$ cat config.mk
export PLATFORM = sky130hd
export DESIGN_NAME = alu_sweep_driver_flat
export DESIGN_NICKNAME = d
export VERILOG_FILES = /design/src/rtl/alu_pkg.sv /design/src/rtl/alu_sweep_driver_if.sv /design/src/rtl/alu_sweep_driver.sv /design/src/flat_wrapper.sv
export SDC_FILE = /design/constraint.sdc
export NUM_CORES = 1
export LEC_CHECK = 0
export ABC_CLOCK_PERIOD_IN_PS = 3920
export CORE_MARGIN = 2
export CORE_UTILIZATION = 42
export DETAILED_ROUTE_END_ITERATION = 12
export PLACE_DENSITY = 0.84
export SLEW_MARGIN = 20
export SYNTH_ARGS = -nofsm -noshare
export SYNTH_HDL_FRONTEND = slang
export SYNTH_SLANG_ARGS = --single-unit
$ cat constraint.sdc
create_clock -name clk -period 3.92 [get_ports clk]
set_clock_uncertainty 0.2 [all_clocks]
set_input_delay 1.176 -clock clk [delete_from_list [all_inputs] [get_ports clk]]
set_output_delay 1.176 -clock clk [all_outputs]
set_load 0.005 [all_outputs]
$ cat src/rtl/alu_pkg.sv
// Shared defaults and FSM encoding for the ALU opcode sweep driver.
package alu_pkg;
  localparam int ALU_DATA_W = 8;
  localparam int ALU_SEL_W  = 4;

  typedef enum logic [1:0] {
    S_IDLE,
    S_SETTLE,
    S_OUT,
    S_DONE
  } state_t;
endpackage

$ cat src/rtl/alu_sweep_driver_if.sv
// Result stream of the sweep driver: valid/ready with data and opcode tag.
interface alu_sweep_driver_if
  import alu_pkg::*;
#(
  parameter int DATA_W = ALU_DATA_W,
  parameter int SEL_W  = ALU_SEL_W
);
  logic              res_valid;
  logic              res_ready;
  logic [DATA_W-1:0] res_data;
  logic [SEL_W-1:0]  res_sel;

  modport master (
    output res_valid,
    output res_data,
    output res_sel,
    input  res_ready
  );

  modport slave (
    input  res_valid,
    input  res_data,
    input  res_sel,
    output res_ready
  );
endinterface

$ cat src/rtl/alu_sweep_driver.sv
// Drives an external ALU through every opcode for one operand pair and
// streams each settled result out over a valid/ready channel.
module alu_sweep_driver
  import alu_pkg::*;
#(
  parameter int DATA_W = ALU_DATA_W,
  parameter int SEL_W  = ALU_SEL_W,
  parameter int SETTLE = 2
) (
  input  logic              clk,
  input  logic              rst,
  input  logic              start,
  input  logic [DATA_W-1:0] op_a,
  input  logic [DATA_W-1:0] op_b,
  output logic [DATA_W-1:0] A,
  output logic [DATA_W-1:0] B,
  output logic [SEL_W-1:0]  ALU_Sel,
  input  logic [DATA_W-1:0] ALU_Out,
  alu_sweep_driver_if.master res,
  output logic              busy,
  output logic              done
);
  localparam int CW = $clog2(SETTLE + 1);
  localparam logic [CW-1:0] LAST = CW'(SETTLE - 1);
  localparam logic [SEL_W-1:0] SEL_MAX = {SEL_W{1'b1}};

  state_t state, state_n;
  logic [CW-1:0] cnt;
  logic load, inc, cap, adv, xfer;

  assign xfer = res.res_valid & res.res_ready;
  assign busy = (state != S_IDLE);
  assign done = (state == S_DONE);

  always_ff @(posedge clk or posedge rst) begin
    if (rst) state <= S_IDLE;
    else     state <= state_n;
  end

  always_comb begin
    state_n = state;
    load    = 1'b0;
    inc     = 1'b0;
    cap     = 1'b0;
    adv     = 1'b0;
    unique case (state)
      S_IDLE: begin
        if (start) begin
          load    = 1'b1;
          state_n = S_SETTLE;
        end
      end
      S_SETTLE: begin
        if (cnt == LAST) begin
          cap     = 1'b1;
          state_n = S_OUT;
        end else begin
          inc = 1'b1;
        end
      end
      S_OUT: begin
        if (xfer) begin
          if (ALU_Sel == SEL_MAX) begin
            state_n = S_DONE;
          end else begin
            adv     = 1'b1;
            state_n = S_SETTLE;
          end
        end
      end
      S_DONE: state_n = S_IDLE;
      default: state_n = S_IDLE;
    endcase
  end

  // Operands and opcode only move on load/advance, so a stalled
  // consumer sees everything frozen.
  always_ff @(posedge clk or posedge rst) begin
    if (rst) begin
      A             <= '0;
      B             <= '0;
      ALU_Sel       <= '0;
      cnt           <= '0;
      res.res_data  <= '0;
      res.res_sel   <= '0;
      res.res_valid <= 1'b0;
    end else begin
      if (load) begin
        A       <= op_a;
        B       <= op_b;
        ALU_Sel <= '0;
        cnt     <= '0;
      end
      if (inc) cnt <= cnt + 1'b1;
      if (cap) begin
        res.res_data  <= ALU_Out;
        res.res_sel   <= ALU_Sel;
        res.res_valid <= 1'b1;
      end
      if (xfer) res.res_valid <= 1'b0;
      if (adv) begin
        ALU_Sel <= ALU_Sel + 1'b1;
        cnt     <= '0;
      end
    end
  end
endmodule

$ cat src/flat_wrapper.sv
// flat-port wrapper written by rule: the top's interface ports become plain ports
module alu_sweep_driver_flat import alu_pkg::*;
#(
  parameter int DATA_W = ALU_DATA_W,
  parameter int SEL_W  = ALU_SEL_W,
  parameter int SETTLE = 2
)
  (clk, rst, start, op_a, op_b, A, B, ALU_Sel, ALU_Out, busy, done, res_res_valid, res_res_data, res_res_sel, res_res_ready);
  alu_sweep_driver_if #(.DATA_W(DATA_W), .SEL_W(SEL_W)) res_i ();
  input  logic clk;
  input  logic rst;
  input  logic start;
  input  logic [DATA_W-1:0] op_a;
  input  logic [DATA_W-1:0] op_b;
  output logic [DATA_W-1:0] A;
  output logic [DATA_W-1:0] B;
  output logic [SEL_W-1:0] ALU_Sel;
  input  logic [DATA_W-1:0] ALU_Out;
  output logic busy;
  output logic done;
  output wire logic [$bits(res_i.res_valid)-1:0] res_res_valid;
  output wire logic [$bits(res_i.res_data)-1:0] res_res_data;
  output wire logic [$bits(res_i.res_sel)-1:0] res_res_sel;
  input wire logic [$bits(res_i.res_ready)-1:0] res_res_ready;
  assign res_res_valid = res_i.res_valid;
  assign res_res_data = res_i.res_data;
  assign res_res_sel = res_i.res_sel;
  assign res_i.res_ready = res_res_ready;
  alu_sweep_driver #(.DATA_W(DATA_W), .SEL_W(SEL_W), .SETTLE(SETTLE)) u_core (.clk(clk), .rst(rst), .start(start), .op_a(op_a), .op_b(op_b), .A(A), .B(B), .ALU_Sel(ALU_Sel), .ALU_Out(ALU_Out), .res(res_i), .busy(busy), .done(done));
endmodule
# After elaboration in Yosys (flattened, before gate mapping)
# Cells that the tools add are included.
[word_totals] elab_cells=46 register_bits=37 inputBits=28 output_inout_bits=35
[classes] add_sub_neg=2 n_eq_ne=8 reduce_logical=6 bitwise_logic=1 mux=21
[ops] op="$mux 2" n=7
[ops] op="$mux 1" n=11
[ops] op="$mux 4" n=2
[ops] op="$pmux 2 s4" n=1
[ops] op="$reduce_bool 2->1" n=3
[ops] op="$add 4x1->4 const B" n=1
[ops] op="$eq 2x1->1 const B" n=2
[ops] op="$eq 2x2->1 const B" n=2
[ops] op="$eq 4x4->1 const B" n=1
[ops] op="$ne 2x1->1 const B" n=2
[ops] op="$reduce_and 3->1" n=1
[ops] op="$reduce_bool 3->1" n=1
[ops] op="$add 2x1->2 const B" n=1
[ops] op="$logic_not 2->1" n=1
[ops] op="$ne 2x2->1 const B" n=1
[ops] op="$and 1x1->1" n=1

# Depth between registers and ports, before layout
# Gate-level depths: netlist of run 1.
[logic_depth] depth_word=5 mapped_depth=6 ltp_nobuf=5

# Worst setup path before layout of run 1
# Ideal clock, no wire load.
[synth_path] kind="input -> register" from="input port start" to="register u_core.A[0]" cell_stages=4 arrival_time_ps=2086 n_path_buf=2 setup_slack_ps=1509 required_ps=3595 setup_time_ps=125 cell_sequence="or3b_1 > buf_6 > buf_12 > mux2_4"
[synth_between] elab_chain_len=2
[synth_rtl] element="start, declared" line="flat_wrapper.sv:12" text="input logic start;"
[synth_rtl] element="$mux 1" line="alu_sweep_driver.sv:48" text="if (start) begin"
[synth_rtl] element="$mux 1" line="alu_sweep_driver.sv:46" text="unique case (state)"
[synth_rtl] element="end signal, assigned" line="alu_sweep_driver.sv:89" text="A <= op_a;"
[synth_rtl] element="end, declared" line="alu_sweep_driver.sv:15" text="output logic [DATA_W-1:0] A,"
# Every way passes these cells.
# A chain may end at the register's enable or synchronous reset.

# Worst setup path after layout of run 1
[layout_path] from="input port start" to="register u_core.ALU_Sel[0]"
[layout_between] elab_chain_len=3
[layout_rtl] element="$mux 1" line="alu_sweep_driver.sv:48"
[layout_rtl] element="$mux 1" line="alu_sweep_driver.sv:46"
[layout_rtl] element="$reduce_bool 2->1 (no source line)"
[layout_rtl] element="end signal, assigned" line="alu_sweep_driver.sv:102" text="ALU_Sel <= ALU_Sel + 1'b1;"
[layout_rtl] element="end, declared" line="alu_sweep_driver.sv:17" text="output logic [SEL_W-1:0] ALU_Sel,"
# Every way passes these cells.

==> results.yml, run 1 <==
outcome:
  status: "complete, no violations"
logic_synthesis:
  syn_area_per_cell_um2: 14.2
  synthesis.area_um2: 1580
  ys.flop_type: "dfrtp_1"
  syn_inst: 111
  ys_seq_area_share_pct: 58.7
  ys_warn_count: 0
  synth_edf_count: 0
  ys_ff_latch: 37
  ys_async_sr_fraction_pct: 100
  ys_types: 30
  syn_nets: 141
floorplanning:
  dieArea_um2: 4260
  start_util_pct: 43.4
  pin_count: 63
  rows: 22
  fp.dieW_um: 65.3
  core_area_um2: 3630
  die_y_um: 65.3
clocking:
  cts_resized: 0
  path_clk_slew_ps: 70
  numClockSinks: 37
  cts_setup_buffers: 0
  clk_path_buf_depth: 2
  clock_latency_ps: 290
  cts_tree: "built"
  cts_buffers: 5
  root_buffer: "clkbuf_8"
  ctsHoldBuffers: 0
  cts_max_level: 2
setup_path:
  required_ps: 3930
  cp-start-kind: "input pin"
  worstSetupPathType: "input pin to flip-flop"
  worstRegToRegCells: 3
  critPathLaunch: "start"
  worst-path-max-fanout: 19
  reg2reg_from: "u_core.state[1]"
  crit_path_end_kind: "flip-flop"
  worstPathArrival_ps: 2940
power_and_ir_drop:
  power_mw: 1.60
  vdd_drop_max_mv: 0.419
  leakagePower_nw: 1.00
  powerDensity_nw_per_um2: 695
grt:
  antenna_found_initial: 0
  grt_max_degree: 38
  grt_usage_pct: 17.7
  grt_pass1_vias: 1212
  gr-total-overflow: 0
  grt_pass1_wl_um: 5570
layout:
  fill_cells: 316
  antenna_cells: 0
  drive_above_1_share_pct: 20.3
  seqCellArea_um2: 926
  fin_util_pct: 63.4
  area_growth_pct: 46.1
  final_nets: 207
  multi_input_area_um2: 581
timing:
  hold_viol: 0
  maxSlewViolCount: 0
  period_share_pct: 74.8
  min_period_ps: 2930
  setup_viol: 0
  max_clock_freq_ghz: 0.341
  fin_tns_setup_ps: 0
  tightest_slew_ps: 871
  slew_headroom_pct: 41.9
  rsz0062_at_grt: "false"
  worst_slack_ps: 988
route:
  first_pass_iters: 4
  dr.first_iter.drc_count: 32
  vias_per_cell: 4.93
  ant_nets: 0
  post_drt_wl_per_cell_um: 14.7
  drcViolationCount: 0
  vias: 1110
  wl_um: 3310
worst_hold_path:
  hp-class: "flip-flop to flip-flop"
  hold_depth: 2
  hold_path_startpoint: "u_core.res.res_sel[3]"
placement:
  post-place-ws_ps: 642
  io_buffers: 62
  post-dp-hpwl_um: 2410
  gp_congestion: 0.707
flow_run:
  drv_cap: 0
## flip-flops by register name, indices dropped and copies added, names as in the netlist
signal	flops
u_core.cnt	2
u_core.res.res_sel	4
u_core.res.res_valid	1
u_core.state	2
u_core.A	8
u_core.res.res_data	8
u_core.ALU_Sel	4
u_core.B	8
## cells by family after synthesis
kind of cell | Yosys count | share of synthesized area, %
adder cells (fa/ha/maj) | 2 | 1.59
AND/OR/NAND/NOR | 18 | 6.67
multiplexers | 29 | 22.2
AO/OA/AOI/OAI | 14 | 5.79
XOR/XNOR | 1 | 0.556
flip-flops | 37 | 58.7
buffers and inverters | 10 | 4.44
## area by class of cell
class	instances	area share, %
clock buffer	7	3.75
tap	48	2.61
sequential	37	40.2
multi-input combinational	64	25.2
inverter	6	0.978
timing repair buffer	63	27.3
## placed cells by master (no fill, tap or decap), drive strengths merged, types with 2 or more instances in the layout
| cell type | instances |
|---|---|
| and2 | 3 |
| nand2 | 4 |
| mux2 | 27 |
| o21ai | 6 |
| or3b | 2 |
| clkbuf | 7 |
| clkdlybuf4s50 | 62 |
| o22ai | 2 |
| inv | 6 |
| ha | 2 |
| mux2i | 2 |
| dfrtp | 37 |
| nand3 | 2 |
## per-stage QoR
step | hold slack (ps) | std cells | cell area (µm²)
floorplan | 273 | 111 | 1580
global placement | 279 | 218 | 2220
detailed placement | 290 | 218 | 2220
CTS | 305 | 225 | 2300
global route | 326 | 225 | 2300
finish | 296 | 225 | 2300
## power by group
part,internal [mW],total [mW],switching (mW)
Sequential,0.545,0.648,0.103
Clock,0.139,0.265,0.126
Combinational,0.480,0.688,0.207
## worst max-delay path, cell delays in order
cell	delay, ps
clkdlybuf4s50_1	430
or3b_1	750
o21ai_0	340
mux2i_1	240
## layer usage
metal | global-route usage (%) | share of wire [%]
met1 | 18.7 | 40
met2 | 30.0 | 50
met3 | 7.71 | 8.5
met4 | 9.11 | 2.1
met5 | 0 | 0
## cell usage after synthesis (2+ instances only)
master,instances,share of area (%)
and2_1,3,1.2
buf_6,2,1.4
dfrtp_1,37,59
ha_1,2,1.6
inv_1,6,1.4
mux2_2,20,14
mux2_4,7,6.7
mux2i_1,2,1.3
nand2_1,4,0.95
nand3_1,2,0.63
o21ai_0,6,1.9
o22ai_1,2,0.79
## worst paths after layout
path	slack (ps)	to
min	300	u_core.res.res_sel[3]
min in group asynchronous	1080	u_core.A[1]
min reg2reg	300	u_core.res.res_sel[3]
max in group asynchronous	2120	u_core.B[6]
max	990	u_core.ALU_Sel[0]
max reg2reg	1850	u_core.ALU_Sel[0]
Power figures use the tool's default switching activity.
==> run 2: changes to the inputs <==
- ABC_CLOCK_PERIOD_IN_PS: 3920 -> 2700
- clock period: 3.92 -> 2.7 ns (I/O delays scaled with it)
==> run 2 against run 1 <==
Net effect: critical path depth down 2; via count unchanged; combinational power up 48%; sequential cell count unchanged; register-to-register slack worse by 1100 ps; routed wire length up 1.2%; worst setup slack worse by 810 ps; clock power up 60%; non-clock buffer count up 1; utilization up 0.96 points; power up 49%; sequential share of layout area down 0.60 points; largest cell class unchanged.
==> results.yml, run 2 (synthesized netlist as in run 1, its figures left out) <==
floorplanning:
  start_util_pct: 43.4
  pin_count: 63
  die_y_um: 65.3
  dieArea_um2: 4260
  rows: 22
  fp.dieW_um: 65.3
  core_area_um2: 3630
grt:
  grt_usage_pct: 17.9
  gr-total-overflow: 0
  grt_pass1_wl_um: 5670
  antenna_found_initial: 0
  grt_max_degree: 38
  grt_pass1_vias: 1184
timing:
  fin_tns_setup_ps: 0
  whs_ps: 302
  period_share_pct: 93.3
  max_clock_freq_ghz: 0.397
  setup_viol: 0
  tightest_slew_ps: 726
  hold_viol: 0
  slew_headroom_pct: 51.4
  min_period_ps: 2520
  rsz0062_at_grt: "false"
  maxSlewViolCount: 0
placement:
  gp_congestion: 0.672
  post-dp-hpwl_um: 2470
  io_buffers: 62
  placedInstanceArea_um2: 2240
worst_hold_path:
  whs_endpoint: "u_core.res.res_sel[3]"
  hold_path_startpoint: "u_core.res.res_sel[3]"
  hp-class: "flip-flop to flip-flop"
  hold_depth: 2
power_and_ir_drop:
  vdd_drop_max_mv: 0.577
  powerDensity_nw_per_um2: 1020
  leakagePower_nw: 1.02
  power_mw: 2.38
layout:
  area_growth_pct: 48.3
  final_nets: 208
  fin_area_um2: 2340
  most-common-layout-cells: "clkdlybuf4s50_1 (62), dfrtp_1 (37), mux2_2 (20)"
  reg_top3: "u_core.A: 8 flops, u_core.B: 8 flops, u_core.res.res_data: 8 flops"
  antenna_cells: 0
  drive_above_1_share_pct: 21.8
  final_common_cell: "clkdlybuf4s50_1"
  fin_util_pct: 64.4
setup_path:
  required_ps: 1690
  cp_top_family: "flip-flops"
  worstRegToRegCells: 4
  cp-start-kind: "flip-flop"
  cp.buffers_inverters: 1
  cpPeakStageDelay_ps: 470
  rrSetupSlack_ps: 710
  crit_chain: "or2_2, clkdlybuf4s50_1"
  worst-path-max-fanout: 10
  reg2reg_from: "u_core.cnt[1]"
  worstPathArrival_ps: 1510
  cpMaxStageDelayCell: "dfrtp_1"
  regToRegEndpoint: "u_core.res.res_data[3]"
  worstSetupPathType: "flip-flop to output pin"
  crit_path_end_kind: "output pin"
clocking:
  cts_tree: "built"
  cts_buffers: 5
  clk_path_buf_depth: 2
  cts_max_level: 2
  ctsHoldBuffers: 0
  numClockSinks: 37
  path_clk_slew_ps: 80
  root_buffer: "clkbuf_8"
  cts_setup_buffers: 0
  clock_latency_ps: 290
  cts_resized: 0
flow_run:
  drv_cap: 0
route:
  vias_per_cell: 4.89
  dr.first_iter.drc_count: 50
  wl_um: 3350
  ant_nets: 0
  drcViolationCount: 0
  first_pass_iters: 4
  post_drt_wl_per_cell_um: 14.8
  vias: 1110
outcome:
  status: "complete, no violations"
run 2: cell count changes in the layout (fill, tap and decap cells not counted):
cell      previous run  this run
buf_12               0         1
clkbuf_1             1         0
clkbuf_8             6         7
clkinv_2             0         1
run 2: layout make-up:
class,count,area (µm²)
sequential,37,926
clock inverter,1,5.00
timing repair buffer,64,648
fill,294,1290
inverter,6,22.5
tap,48,60.1
clock buffer,7,96.3
multi-input combinational,64,581
run 2: worst max-delay path by stage:
stage                     from     endpoint  slack (ps)  cells past startpoint
6_report       u_core.state[0]         busy         180                      2
5_1_grt        u_core.state[1]         busy         120                      2
4_1_cts        u_core.state[0]         busy         170                      2
3_5_place_dp             start  u_core.B[1]         150                      4
3_3_place_gp             start  u_core.B[2]         170                      4
2_1_floorplan            start  u_core.A[0]         660                      4
run 2: routing by layer:
metal / GRT usage (%) / up-vias / wire length [µm]
li1: - / 522 / -
met1: 20.7 / 537 / 1360
met2: 29.6 / 47 / 1670
met3: 6.68 / 4 / 257
met4: 7.81 / 0 / 62
met5: 0 / - / 0
run 2: report_power, final:
group	total [mW]	switching, mW	internal (mW)
clock network	0.423	0.193	0.231
registers	0.942	0.150	0.791
logic	1.02	0.307	0.711
run 2: stage by stage:
step,worst slack [ps],instances
after CTS,173,227
final,182,227
after global routing,116,227
after floorplan,655,111
after detailed placement,155,219
after global placement,166,219
run 2: worst min-delay path, cell delays in order, from the launching register on:
cell and delay [ps]:
dfrtp_1 350, nand2_1 50, o21ai_0 70
==> run 3: changes to the inputs <==
- GPL_TIMING_DRIVEN: unset -> 0
==> run 3 against run 2 <==
Net effect: sequential share of layout area about the same; largest cell class unchanged; hold slack improved by 6.6 ps; power decreased by 1.3%; global-route usage decreased by 0.51 points; critical path depth increased by 1; non-clock buffer count increased by 2; via count increased by 1.3%; critical endpoint unchanged; utilization about the same.
==> results.yml, run 3 (synthesized netlist as in run 1, its figures left out) <==
power_and_ir_drop:
  powerDensity_nw_per_um2: 1000
  leakagePower_nw: 1.02
  p_sw_mw: 0.647
  switching_share_pct: 27.5
  pwr-share-seq_pct: 39.5
  internal_power_mw: 1.70
  p_clk_share_pct: 15.5
  power_frac_comb_pct: 45.0
  power_mw: 2.35
  vdd_drop_max_mv: 0.548
timing:
  setup_viol: 0
  tightest_slew_ps: 753
  rsz0062_at_grt: "false"
  max_clock_freq_ghz: 0.397
  fin_tns_setup_ps: 0
  slew_headroom_pct: 49.7
  min_period_ps: 2520
  hold_viol: 0
  period_share_pct: 93.2
  maxSlewViolCount: 0
route:
  dr.max_layer_used: "met4"
  vias: 1124
  vias_per_cell: 4.91
  wl_met2_um: 1580
  dr.first_iter.drc_count: 37
  wl_met3_um: 248
  ant_nets: 0
  post_drt_wl_per_cell_um: 14.3
  wl_um: 3270
  drcViolationCount: 0
  first_pass_iters: 4
  drt-met1-wl_um: 1370
clocking:
  cts_buffers: 5
  cts_max_level: 2
  cts_tree: "built"
  numClockSinks: 37
  clk_path_buf_depth: 2
  ctsHoldBuffers: 0
  clock_latency_ps: 290
  cts_setup_buffers: 0
  root_buffer: "clkbuf_8"
  cts_resized: 0
  path_clk_slew_ps: 70
layout:
  final_nets: 210
  reg_top3: "u_core.A: 8 flops, u_core.B: 8 flops, u_core.res.res_data: 8 flops"
  instances_no_fill: 229
  area_growth_pct: 48.4
  most-common-layout-cells: "clkdlybuf4s50_1 (62), dfrtp_1 (37), mux2_2 (20)"
  final_common_cell: "clkdlybuf4s50_1"
  fin_area_um2: 2340
  fin_util_pct: 64.4
  drive_above_1_share_pct: 22.7
  antenna_cells: 0
placement:
  placedInstanceArea_um2: 2260
  place_inst: 221
  io_buffers: 62
  gp_congestion: 0.724
  post-dp-hpwl_um: 2420
floorplanning:
  die_y_um: 65.3
  core_area_um2: 3630
  rows: 22
  pin_count: 63
  fp.dieW_um: 65.3
  start_util_pct: 43.4
  dieArea_um2: 4260
outcome:
  status: "complete, no violations"
grt:
  grt_pass1_vias: 1132
  antenna_found_initial: 0
  gr-total-overflow: 0
  grt_max_degree: 38
  grt_usage_pct: 17.4
  grt_pass1_wl_um: 5460
setup_path:
  worstPathArrival_ps: 1510
  required_ps: 1690
  cp-start-kind: "flip-flop"
  worstRegToRegCells: 4
  reg2reg_from: "u_core.cnt[0]"
  crit_path_end_kind: "output pin"
  rrSetupSlack_ps: 820
  worst-path-max-fanout: 10
  regToRegEndpoint: "u_core.res.res_data[3]"
  worstSetupPathType: "flip-flop to output pin"
flow_run:
  drv_cap: 0
worst_hold_path:
  hp-class: "flip-flop to flip-flop"
  whs_endpoint: "u_core.res.res_sel[3]"
  hold_path_startpoint: "u_core.res.res_sel[3]"
  hold_depth: 2
run 3: cell types whose count changed in the layout (fill, tap and decap cells not counted):
cell / previous run / this run
buf_6: 0 / 2
clkbuf_8: 7 / 5
buf_2: 0 / 1
buf_4: 1 / 0
clkbuf_1: 0 / 1
clkinv_2: 1 / 2
inv_1: 6 / 5
inv_2: 0 / 1
run 3: final cells by class:
cell class / count / area [µm²]
multi-input combinational: 64 / 581
clock buffer: 6 / 72.6
buffer: 4 / 47.5
tap: 48 / 60.1
timing repair buffer: 62 / 621
clock inverter: 2 / 10.0
inverter: 6 / 22.5
sequential: 37 / 926
fill: 287 / 1290
run 3: metrics by stage:
step / hold slack, ps / worst slack [ps]
CTS: 309 / 161
global placement: 271 / 91.5
finish: 308 / 183
detailed placement: 291 / 102
floorplan: 273 / 655
global route: 322 / 125
run 3: worst max-delay path by stage:
stage,slack (ps),start,cells past startpoint,endpoint
after floorplan,660,start,4,u_core.A[0]
after global placement,90,start,6,u_core.ALU_Sel[3]
after detailed placement,100,start,6,u_core.ALU_Sel[3]
after CTS,160,u_core.state[0],3,busy
after global routing,120,u_core.state[1],2,busy
final,180,u_core.state[0],3,busy
run 3: worst max-delay path, stage by stage, from the launching register on:
cell and delay (ps):
dfrtp_1 380, buf_6 130, or2_2 270, clkdlybuf4s50_1 440
run 3: routing by layer:
| layer | track usage, % | vias up |
|---|---|---|
| met4 | 8.59 | 0 |
| met3 | 5.48 | 6 |
| met5 | 0 | - |
| li1 | - | 528 |
| met1 | 21.6 | 543 |
| met2 | 27.3 | 47 |
run 3: power by group through the flow:
stage | logic [mW] | clock network, mW | registers [mW]
finish | 1.06 | 0.364 | 0.929
global route | 1.16 | 0.408 | 0.958
CTS | 1.08 | 0.378 | 0.932
detailed placement | 1.07 | 0 | 0.938
global placement | 1.04 | 0 | 0.918
floorplan | 0.491 | 0 | 0.939
